## config.mk

```make
export PLATFORM = sky130hd
export DESIGN_NAME = estagio_writeback
export DESIGN_NICKNAME = d
export VERILOG_FILES = /design/src/rtl/estagio_writeback.sv
export SDC_FILE = /design/constraint.sdc
export NUM_CORES = 1
export LEC_CHECK = 0
export BUFFER_PORTS_ARGS = -buffer_cell sky130_fd_sc_hd__buf_2
export CAP_MARGIN = 20
export CORE_MARGIN = 10
export CORE_UTILIZATION = 55
export DETAILED_ROUTE_END_ITERATION = 16
export PLACE_DENSITY_LB_ADDON = 0.15
export SKIP_LAST_GASP = 1
export SYNTH_ARGS = -nofsm -noshare
export SYNTH_HDL_FRONTEND = slang
export SYNTH_SLANG_ARGS = --single-unit
```

## constraint.sdc

```tcl
create_clock -name clock -period 3.65 [get_ports clock]
set_clock_uncertainty 0.2 [all_clocks]
set_input_delay 0.5475 -clock clock [delete_from_list [all_inputs] [get_ports clock]]
set_output_delay 0.5475 -clock clock [all_outputs]
set_load 0.01 [all_outputs]
```

## src/rtl/estagio_writeback.sv

```systemverilog
// Write-back stage: MEM/WB pipeline register, load formatting, register bank
// write/link ports, forwarding copy for EX and retired-instruction counter.
module estagio_writeback #(
    parameter int LARGURA         = 32,
    parameter int INCREMENTO_LINK = 8
) (
    input  logic               clock,
    input  logic               reset,
    input  logic               hazard,
    input  logic               flush,
    input  logic               mem_valido,
    input  logic               mem_regEscrita,
    input  logic               mem_link,
    input  logic               mem_memParaReg,
    input  logic [2:0]         mem_tipoLoad,
    input  logic [4:0]         mem_destino,
    input  logic [LARGURA-1:0] mem_resultadoUla,
    input  logic [LARGURA-1:0] mem_dadosMemoria,
    input  logic [LARGURA-1:0] mem_pc,
    output logic               registradorEscrita,
    output logic [LARGURA-1:0] enderecoEscrita,
    output logic [LARGURA-1:0] dadosEscrita,
    output logic               link,
    output logic [LARGURA-1:0] dadosLink,
    output logic               fwd_valido,
    output logic [4:0]         fwd_destino,
    output logic [LARGURA-1:0] fwd_dados,
    output logic               erroEndereco,
    output logic [LARGURA-1:0] instrucoesRetiradas
);

    localparam logic [2:0] LOAD_LW  = 3'b000;
    localparam logic [2:0] LOAD_LH  = 3'b001;
    localparam logic [2:0] LOAD_LHU = 3'b010;
    localparam logic [2:0] LOAD_LB  = 3'b011;
    localparam logic [2:0] LOAD_LBU = 3'b100;

    logic               wb_valido;
    logic               wb_regEscrita;
    logic               wb_link;
    logic               wb_memParaReg;
    logic [2:0]         wb_tipoLoad;
    logic [4:0]         wb_destino;
    logic [LARGURA-1:0] wb_resultadoUla;
    logic [LARGURA-1:0] wb_dadosMemoria;
    logic [LARGURA-1:0] wb_pc;
    logic [LARGURA-1:0] contador;

    logic [1:0]         offset;
    logic [15:0]        meia;
    logic [7:0]         byte_sel;
    logic [31:0]        carga_formatada;
    logic               desalinhado;

    // MEM/WB register: reset/flush insert a bubble, hazard holds, else capture
    always_ff @(posedge clock) begin
        if (reset || flush) begin
            wb_valido       <= 1'b0;
            wb_regEscrita   <= 1'b0;
            wb_link         <= 1'b0;
            wb_memParaReg   <= 1'b0;
            wb_tipoLoad     <= '0;
            wb_destino      <= '0;
            wb_resultadoUla <= '0;
            wb_dadosMemoria <= '0;
            wb_pc           <= '0;
        end else if (!hazard) begin
            wb_valido       <= mem_valido;
            wb_regEscrita   <= mem_regEscrita;
            wb_link         <= mem_link;
            wb_memParaReg   <= mem_memParaReg;
            wb_tipoLoad     <= mem_tipoLoad;
            wb_destino      <= mem_destino;
            wb_resultadoUla <= mem_resultadoUla;
            wb_dadosMemoria <= mem_dadosMemoria;
            wb_pc           <= mem_pc;
        end
    end

    // Retired-instruction counter; the instruction leaving WB counts even if
    // a flush replaces it, but not while hazard keeps it in place
    always_ff @(posedge clock) begin
        if (reset) begin
            contador <= '0;
        end else if (wb_valido && !hazard) begin
            contador <= contador + 1'b1;
        end
    end

    assign offset   = wb_resultadoUla[1:0];
    assign meia     = offset[1] ? wb_dadosMemoria[15:0] : wb_dadosMemoria[31:16];
    assign byte_sel = wb_dadosMemoria[31 - 8*offset -: 8];

    // Big-endian load formatter; unknown load types behave as LW
    always_comb begin
        carga_formatada = wb_dadosMemoria;
        desalinhado     = (offset != 2'b00);
        case (wb_tipoLoad)
            LOAD_LH: begin
                carga_formatada = {{16{meia[15]}}, meia};
                desalinhado     = offset[0];
            end
            LOAD_LHU: begin
                carga_formatada = {16'h0000, meia};
                desalinhado     = offset[0];
            end
            LOAD_LB: begin
                carga_formatada = {{24{byte_sel[7]}}, byte_sel};
                desalinhado     = 1'b0;
            end
            LOAD_LBU: begin
                carga_formatada = {24'h000000, byte_sel};
                desalinhado     = 1'b0;
            end
            default: begin
                carga_formatada = wb_dadosMemoria;
                desalinhado     = (offset != 2'b00);
            end
        endcase
    end

    // Write-port, link-port and forwarding outputs straight from MEM/WB
    always_comb begin
        erroEndereco       = wb_valido & wb_memParaReg & desalinhado;
        link               = wb_valido & wb_link;
        registradorEscrita = wb_valido & wb_regEscrita & (wb_destino != 5'd0)
                             & ~wb_link & ~erroEndereco;
        enderecoEscrita    = {{(LARGURA-5){1'b0}}, wb_destino};
        dadosEscrita       = wb_memParaReg ? carga_formatada : wb_resultadoUla;
        // bubbles show 0 on the link bus instead of a stale 0 + offset
        dadosLink          = wb_valido ? (wb_pc + LARGURA'(INCREMENTO_LINK)) : '0;
        fwd_valido         = registradorEscrita | link;
        fwd_destino        = link ? 5'd31 : wb_destino;
        fwd_dados          = link ? dadosLink : dadosEscrita;
        instrucoesRetiradas = contador;
    end

endmodule
```

Yosys cells after proc, flatten, opt, wreduce, memory -nomap -nowiden
Cells that the tools add are included.
{"block": "word_totals", "ff_bits": 140, "input_bits": 112, "out_inout_bits": 169}
{"block": "classes", "add_sub_neg": 3, "eq_ne": 4, "shifts": 1, "muxes": 7, "bitwise": 10, "reduce_logical": 7}
{"op": "one-hot mux 32 bit (4 select lines)", "n": 1}
{"op": "two-way mux 32 bit", "n": 3}
{"op": "indexed part select 39 x 33 -> 8 bit", "n": 1}
{"op": "adder 32 x 1 -> 32 bit (second input constant)", "n": 1}
{"op": "adder 32 x 4 -> 32 bit (second input constant)", "n": 1}
{"op": "two-way mux 16 bit", "n": 1}
{"op": "AND 1 bit", "n": 7}
{"op": "== test 3 x 2 -> 1 bit (second input constant)", "n": 2}
{"op": "subtractor 5 x 5 -> 6 bit (first input constant)", "n": 1}
{"op": "two-way mux 5 bit", "n": 1}
{"op": "nonzero test 5 bit", "n": 1}
{"op": "OR reduction 2 bit", "n": 2}
{"op": "== test 3 x 1 -> 1 bit (second input constant)", "n": 1}
{"op": "== test 3 bit (second input constant)", "n": 1}
{"op": "inverter 1 bit", "n": 2}
{"op": "one-hot mux 1 bit (2 select lines)", "n": 1}
{"op": "nonzero test 2 bit", "n": 1}
{"op": "logical AND 1 bit", "n": 1}
{"op": "zero test 1 bit", "n": 1}
{"op": "logical OR 1 bit", "n": 1}
{"op": "bitwise OR 1 bit", "n": 1}

Depth between registers and ports, before layout
{"block": "depth", "ltp_word": 7, "ltp_mapped": 7}

Least setup slack after synthesis
No wires, ideal clock.
{"block": "synth_path", "path_type": "flip-flop to output port", "from": "reg wb_resultadoUla[1]", "to": "out fwd_dados[10]", "t_arrival_ns": 1.794, "slack_ns": 1.109, "stages_incl_launch_ff": 7, "path_buffers": 1, "path_cell_list": "dfxtp_1 -> mux2_4 -> mux2_2 -> a31o_1 -> buf_6 -> o22a_1 -> a22o_1"}
{"block": "synth_via", "elab_chain_cells": 5, "elab_cells_between_ends": 6, "classes_between": "1 x add/sub; 1 x shift; 4 x mux"}
{"item": "start, declared", "line_no": "44", "text": "logic [LARGURA-1:0] wb_resultadoUla;"}
{"item": "start signal, assigned", "line_no": "74", "text": "wb_resultadoUla <= mem_resultadoUla;"}
{"item": "subtractor 5 x 5 -> 6 bit", "line_no": "92", "text": "assign byte_sel = wb_dadosMemoria[31 - 8*offset -: 8];"}
{"item": "indexed part select 39 x 33 -> 8 bit", "line_no": "92"}
{"item": "one-hot mux 32 bit (4 select lines) (*)", "line_no": "98", "text": "case (wb_tipoLoad)"}
{"item": "two-way mux 32 bit (*)", "line_no": "129", "text": "dadosEscrita = wb_memParaReg ? carga_formatada : wb_resultadoUla;"}
{"item": "named net dadosEscrita[10]", "line_no": "22", "text": "output logic [LARGURA-1:0] dadosEscrita,"}
{"item": "two-way mux 32 bit (*)", "line_no": "134", "text": "fwd_dados = link ? dadosLink : dadosEscrita;"}
{"item": "end, declared", "line_no": "27", "text": "output logic [LARGURA-1:0] fwd_dados,"}
The timed path passes the listed nets; every way through them passes the cells marked *.

Worst setup path in the final report
{"block": "layout_path", "from": "reg wb_tipoLoad[1]", "to": "out fwd_dados[23]"}
{"block": "layout_via", "elab_chain_cells": 4, "elab_cells_between_ends": 7, "classes_between": "4 x eq/ne; 3 x mux"}
{"item": "start, declared", "line_no": "42", "text": "logic [2:0] wb_tipoLoad;"}
{"item": "start signal, assigned", "line_no": "72", "text": "wb_tipoLoad <= mem_tipoLoad;"}
{"item": "== test 3 bit, or another cell as far along", "line_no": "98"}
{"item": "one-hot mux 32 bit (4 select lines) (*)", "line_no": "98"}
{"item": "two-way mux 32 bit (*)", "line_no": "129"}
{"item": "two-way mux 32 bit (*)", "line_no": "134"}
Mark *: on every way between the ends. The rest lies on a longest branch, timed or not.

==> summary.md <==
| Metric | Value |
|---|---|
| Crit start category | flip-flop |
| Most common cell after layout, fill and taps aside | buf_2 |
| Proportion of layout cells with a drive suffix above 1 | 0.292 |
| Crit-path max FO | 17 |
| Final-report hold violation count | 0 |
| Via count | 7647 |
| Worst r2r dst | instrucoesRetiradas[22] |
| Max Cap Viol | 0 |
| DR iter-0 viols | between 400 and 500 |
| Core Area | ~14000 µm² |
| Tot Pwr | 3.75 mW |
| Hold Path Sink | wb_resultadoUla[22] |
| Yosys reg bits | between 100 and 150 |
| Clock sinks | 140 |
| Pin count of the biggest net entering global routing | 69 |
| Num rows | 43 |
| I/O pin cnt | 281 |
| Cell area after synthesis | 7940 µm² |
| Clock root cell | clkbuf_16 |
| Hold_ws | approximately 150 ps |
| H-tree lvl count | 4 |
| Post-synthesis cell count | a little over 900 |
| Hold Crit Class | primary input to flip-flop |
| First-pass GRT wire length | approximately 42 mm |
| Slew @ Worst Pin | 817 ps |
| Overall die width | 140 µm |
| Worst Setup Slack post-DPL | 429 ps |
| Fillers | approximately 1200 |
| Hold Path Cell Cnt | 3 |
| Yosys cell types | 68 |
| Clock share of power | 0.451 |
| Status | complete, no violations |
| Setup ws final | 149 ps |
| Initial Util | 0.568 |
| Vias in the first global route | roughly 7600 |
| WP data required | 2900 ps |
| Sw Pwr | between 0.9 and 1 mW |
| Asr flop ratio synth | 0 |
| CTS tree | done |
| RSZ-0062 raised after global routing | false |
| Antenna violations before repair | 3 |
| Routed len/inst | 20.6 µm |
| Ys Warns | 0 |
| Clock Tree Buf Depth | 2 |
| Max-slew violation total from the final report | 0 |
| Fmax | 0.286 GHz |
| R2r setup slk | 1310 ps |
| DRC | 0 |
| Combinational power share | 0.117 |
| R2R Path Start | wb_valido |
| Cell count of the worst reg-to-reg path | 6 |
| Hpwl dp | 21.1 mm |
| Clock Latency Late Sink | 420 ps |
| Hold_sp | mem_resultadoUla[22] |
| TritonRoute pass-1 iters | 5 |
| Top Layer Used | met5 |
| Final setup viols | 0 |
| Setup TNS | 0 ps |
| Hold-fix buffers, CTS | 0 |
| Fin nets | between 1000 and 1500 |
| Reg power frac | 0.432 |
| Die area | roughly 20000 µm² |
| Syn_area_per_cell | 8.54 µm² |
| Gr ovfl total | 0 |
| P_int | 2.77 mW |
| Met2 Wirelength | 13.5 mm |
| CP Capture Type | output pin |
| Most frequent cells in the layout | buf_2 (252), nor2_1 (180), dfxtp_1 (139) |
| Final period util | 0.959 |
| Layout area overhead | 23.0% |
| Min cycle time layout | approximately 3500 ps |
| Routability cong. | 0.970 |
| Met3 Wirelength | 2.39 mm |
| Gr usage total | 0.267 |
| Final WL | 27.8 mm |
| Max_slew headroom | 0.450 |
| Lkg Pwr | 4.66 nW |
| Routed Antenna Nets | 0 |
| Die Height | around 140 µm |
| Worst-case vdd ir drop | 0.000337 V |
| Sequential area share after synthesis | 0.353 |
| Antenna cells | 0 |
| Cts bufs inserted | 17 |
| Vias/cell | 5.68 |
| P per Cell Area | 384 nW/µm² |
| Most used DFF post-synth | dfxtp_1 |
| Critical path class | flip-flop to output pin |
| PortBufs | 253 |
| Post-synth EDFFs | 0 |
| Met1 WL | 11.1 mm |
| Clk slew on worst S/H paths | 60 ps |
| Net Sw Frac | 0.263 |
| Arr. time, crit path | 2750 ps |
==> kinds of logic (layout without fill, tap and decap cells) <==
kind of cell	after synthesis	after routing	share of synthesized area
xor gates and xnor gates	53	53	0.0584
adders and majority gates	2	2	0.00315
buffers and inverters	94	304	0.0610
AOI/OAI and AO/OA	119	119	0.105
other	1	27	0.000472
and+or+nand+nor	390	390	0.249
DFF	140	140	0.353
muxes	131	131	0.170
==> timing repair <==
| action | in CTS | in global routing |
|---|---|---|
| pin swaps | 0 | 0 |
| gates resized for setup | 2 | 2 |
| buffers inserted | 0 | 0 |
| setup endpoints to repair | 3 | 8 |
==> final cells by class <==
class,count,area (µm²),share of cell area
Multi-Input combinational cell,722,4760,0.487
Sequential cell,140,2800,0.287
Timing Repair Buffer,266,1380,0.141
Clock buffer,18,429,0.0439
Tap cell,180,225,0.0230
Clock inverter,14,145,0.0149
Inverter,6,22.5,0.00230
==> worst max path at each step <==
| stage | from | end | slack [ps] |
|---|---|---|---|
| global route | wb_tipoLoad[0] | fwd_dados[28] | 9 |
| global placement | wb_tipoLoad[2] | fwd_dados[3] | 500 |
| CTS | wb_tipoLoad[2] | fwd_dados[5] | 30 |
| floorplan | wb_resultadoUla[1] | fwd_dados[10] | 1110 |
| detailed placement | wb_tipoLoad[0] | fwd_dados[28] | 430 |
| finish | wb_tipoLoad[1] | fwd_dados[23] | 150 |
==> synth_stat cells (all sizes together) (3+ instances only) <==
| library cell | count | area, µm² |
|---|---|---|
| nand2b | 6 | 37.5 |
| a21boi | 3 | 22.5 |
| or3 | 9 | 56.3 |
| mux2i | 109 | 1090 |
| and2 | 13 | 81.3 |
| mux2 | 22 | 255 |
| nand2 | 42 | 158 |
| a211o | 10 | 87.6 |
| a2111oi | 11 | 103 |
| a211oi | 3 | 27.5 |
| and3 | 7 | 43.8 |
| nand3 | 23 | 120 |
| nor3 | 14 | 85.1 |
| nor2 | 180 | 676 |
| a221oi | 7 | 61.3 |
| xor2 | 25 | 219 |
| dfxtp | 140 | 2800 |
| a21oi | 30 | 158 |
| a41oi | 5 | 43.8 |
| clkbuf | 41 | 154 |
| a31oi | 7 | 43.8 |
| or2 | 5 | 31.3 |
| xnor2 | 28 | 245 |
| buf | 47 | 308 |
| nand3b | 6 | 48.8 |
| o21ai | 19 | 95.1 |
| o22ai | 5 | 31.3 |
| o2bb2ai | 3 | 26.3 |
| nor2b | 38 | 238 |
| and4 | 11 | 96.3 |
| nor4 | 9 | 71.3 |
| inv | 5 | 18.8 |
| nand4 | 20 | 155 |
==> state kept, by name (all words and copies together), names as in the netlist <==
name / cells
wb_memParaReg: 1
instrucoesRetiradas: 32
wb_valido: 1
wb_destino: 5
wb_link: 1
wb_dadosMemoria: 32
wb_tipoLoad: 3
wb_resultadoUla: 32
wb_regEscrita: 1
wb_pc: 32
==> stage by stage <==
stage	area (µm²)	util	cells
finish	9770	0.699	1346
floorplan	8040	-	956
global placement	9190	0.657	1314
global route	9770	0.699	1346
CTS	9770	0.698	1346
detailed placement	9190	0.657	1314
==> power groups by stage <==
| stage | clock, mW | combinational, mW | sequential (mW) |
|---|---|---|---|
| after floorplan | 0 | 0.295 | 1.63 |
| after global placement | 0 | 0.430 | 1.65 |
| after detailed placement | 0 | 0.432 | 1.65 |
| after CTS | 1.71 | 0.435 | 1.62 |
| after global routing | 1.78 | 0.475 | 1.62 |
| final | 1.69 | 0.437 | 1.62 |
==> routing by layer <==
metal	vias to the layer above	GRT usage
met3	56	0.0930
met5	-	0
met1	3591	0.309
met2	331	0.439
met4	6	0.112
li1	3663	-
==> worst max-delay path, stage by stage (launching register included) <==
cell	delay, ps
dfxtp_1	630
nor3_1	160
or2_1	280
and2_1	240
buf_4	220
a2111oi_0	540
a21oi_1	90
buf_2	170
Power figures use the tool's default switching activity.
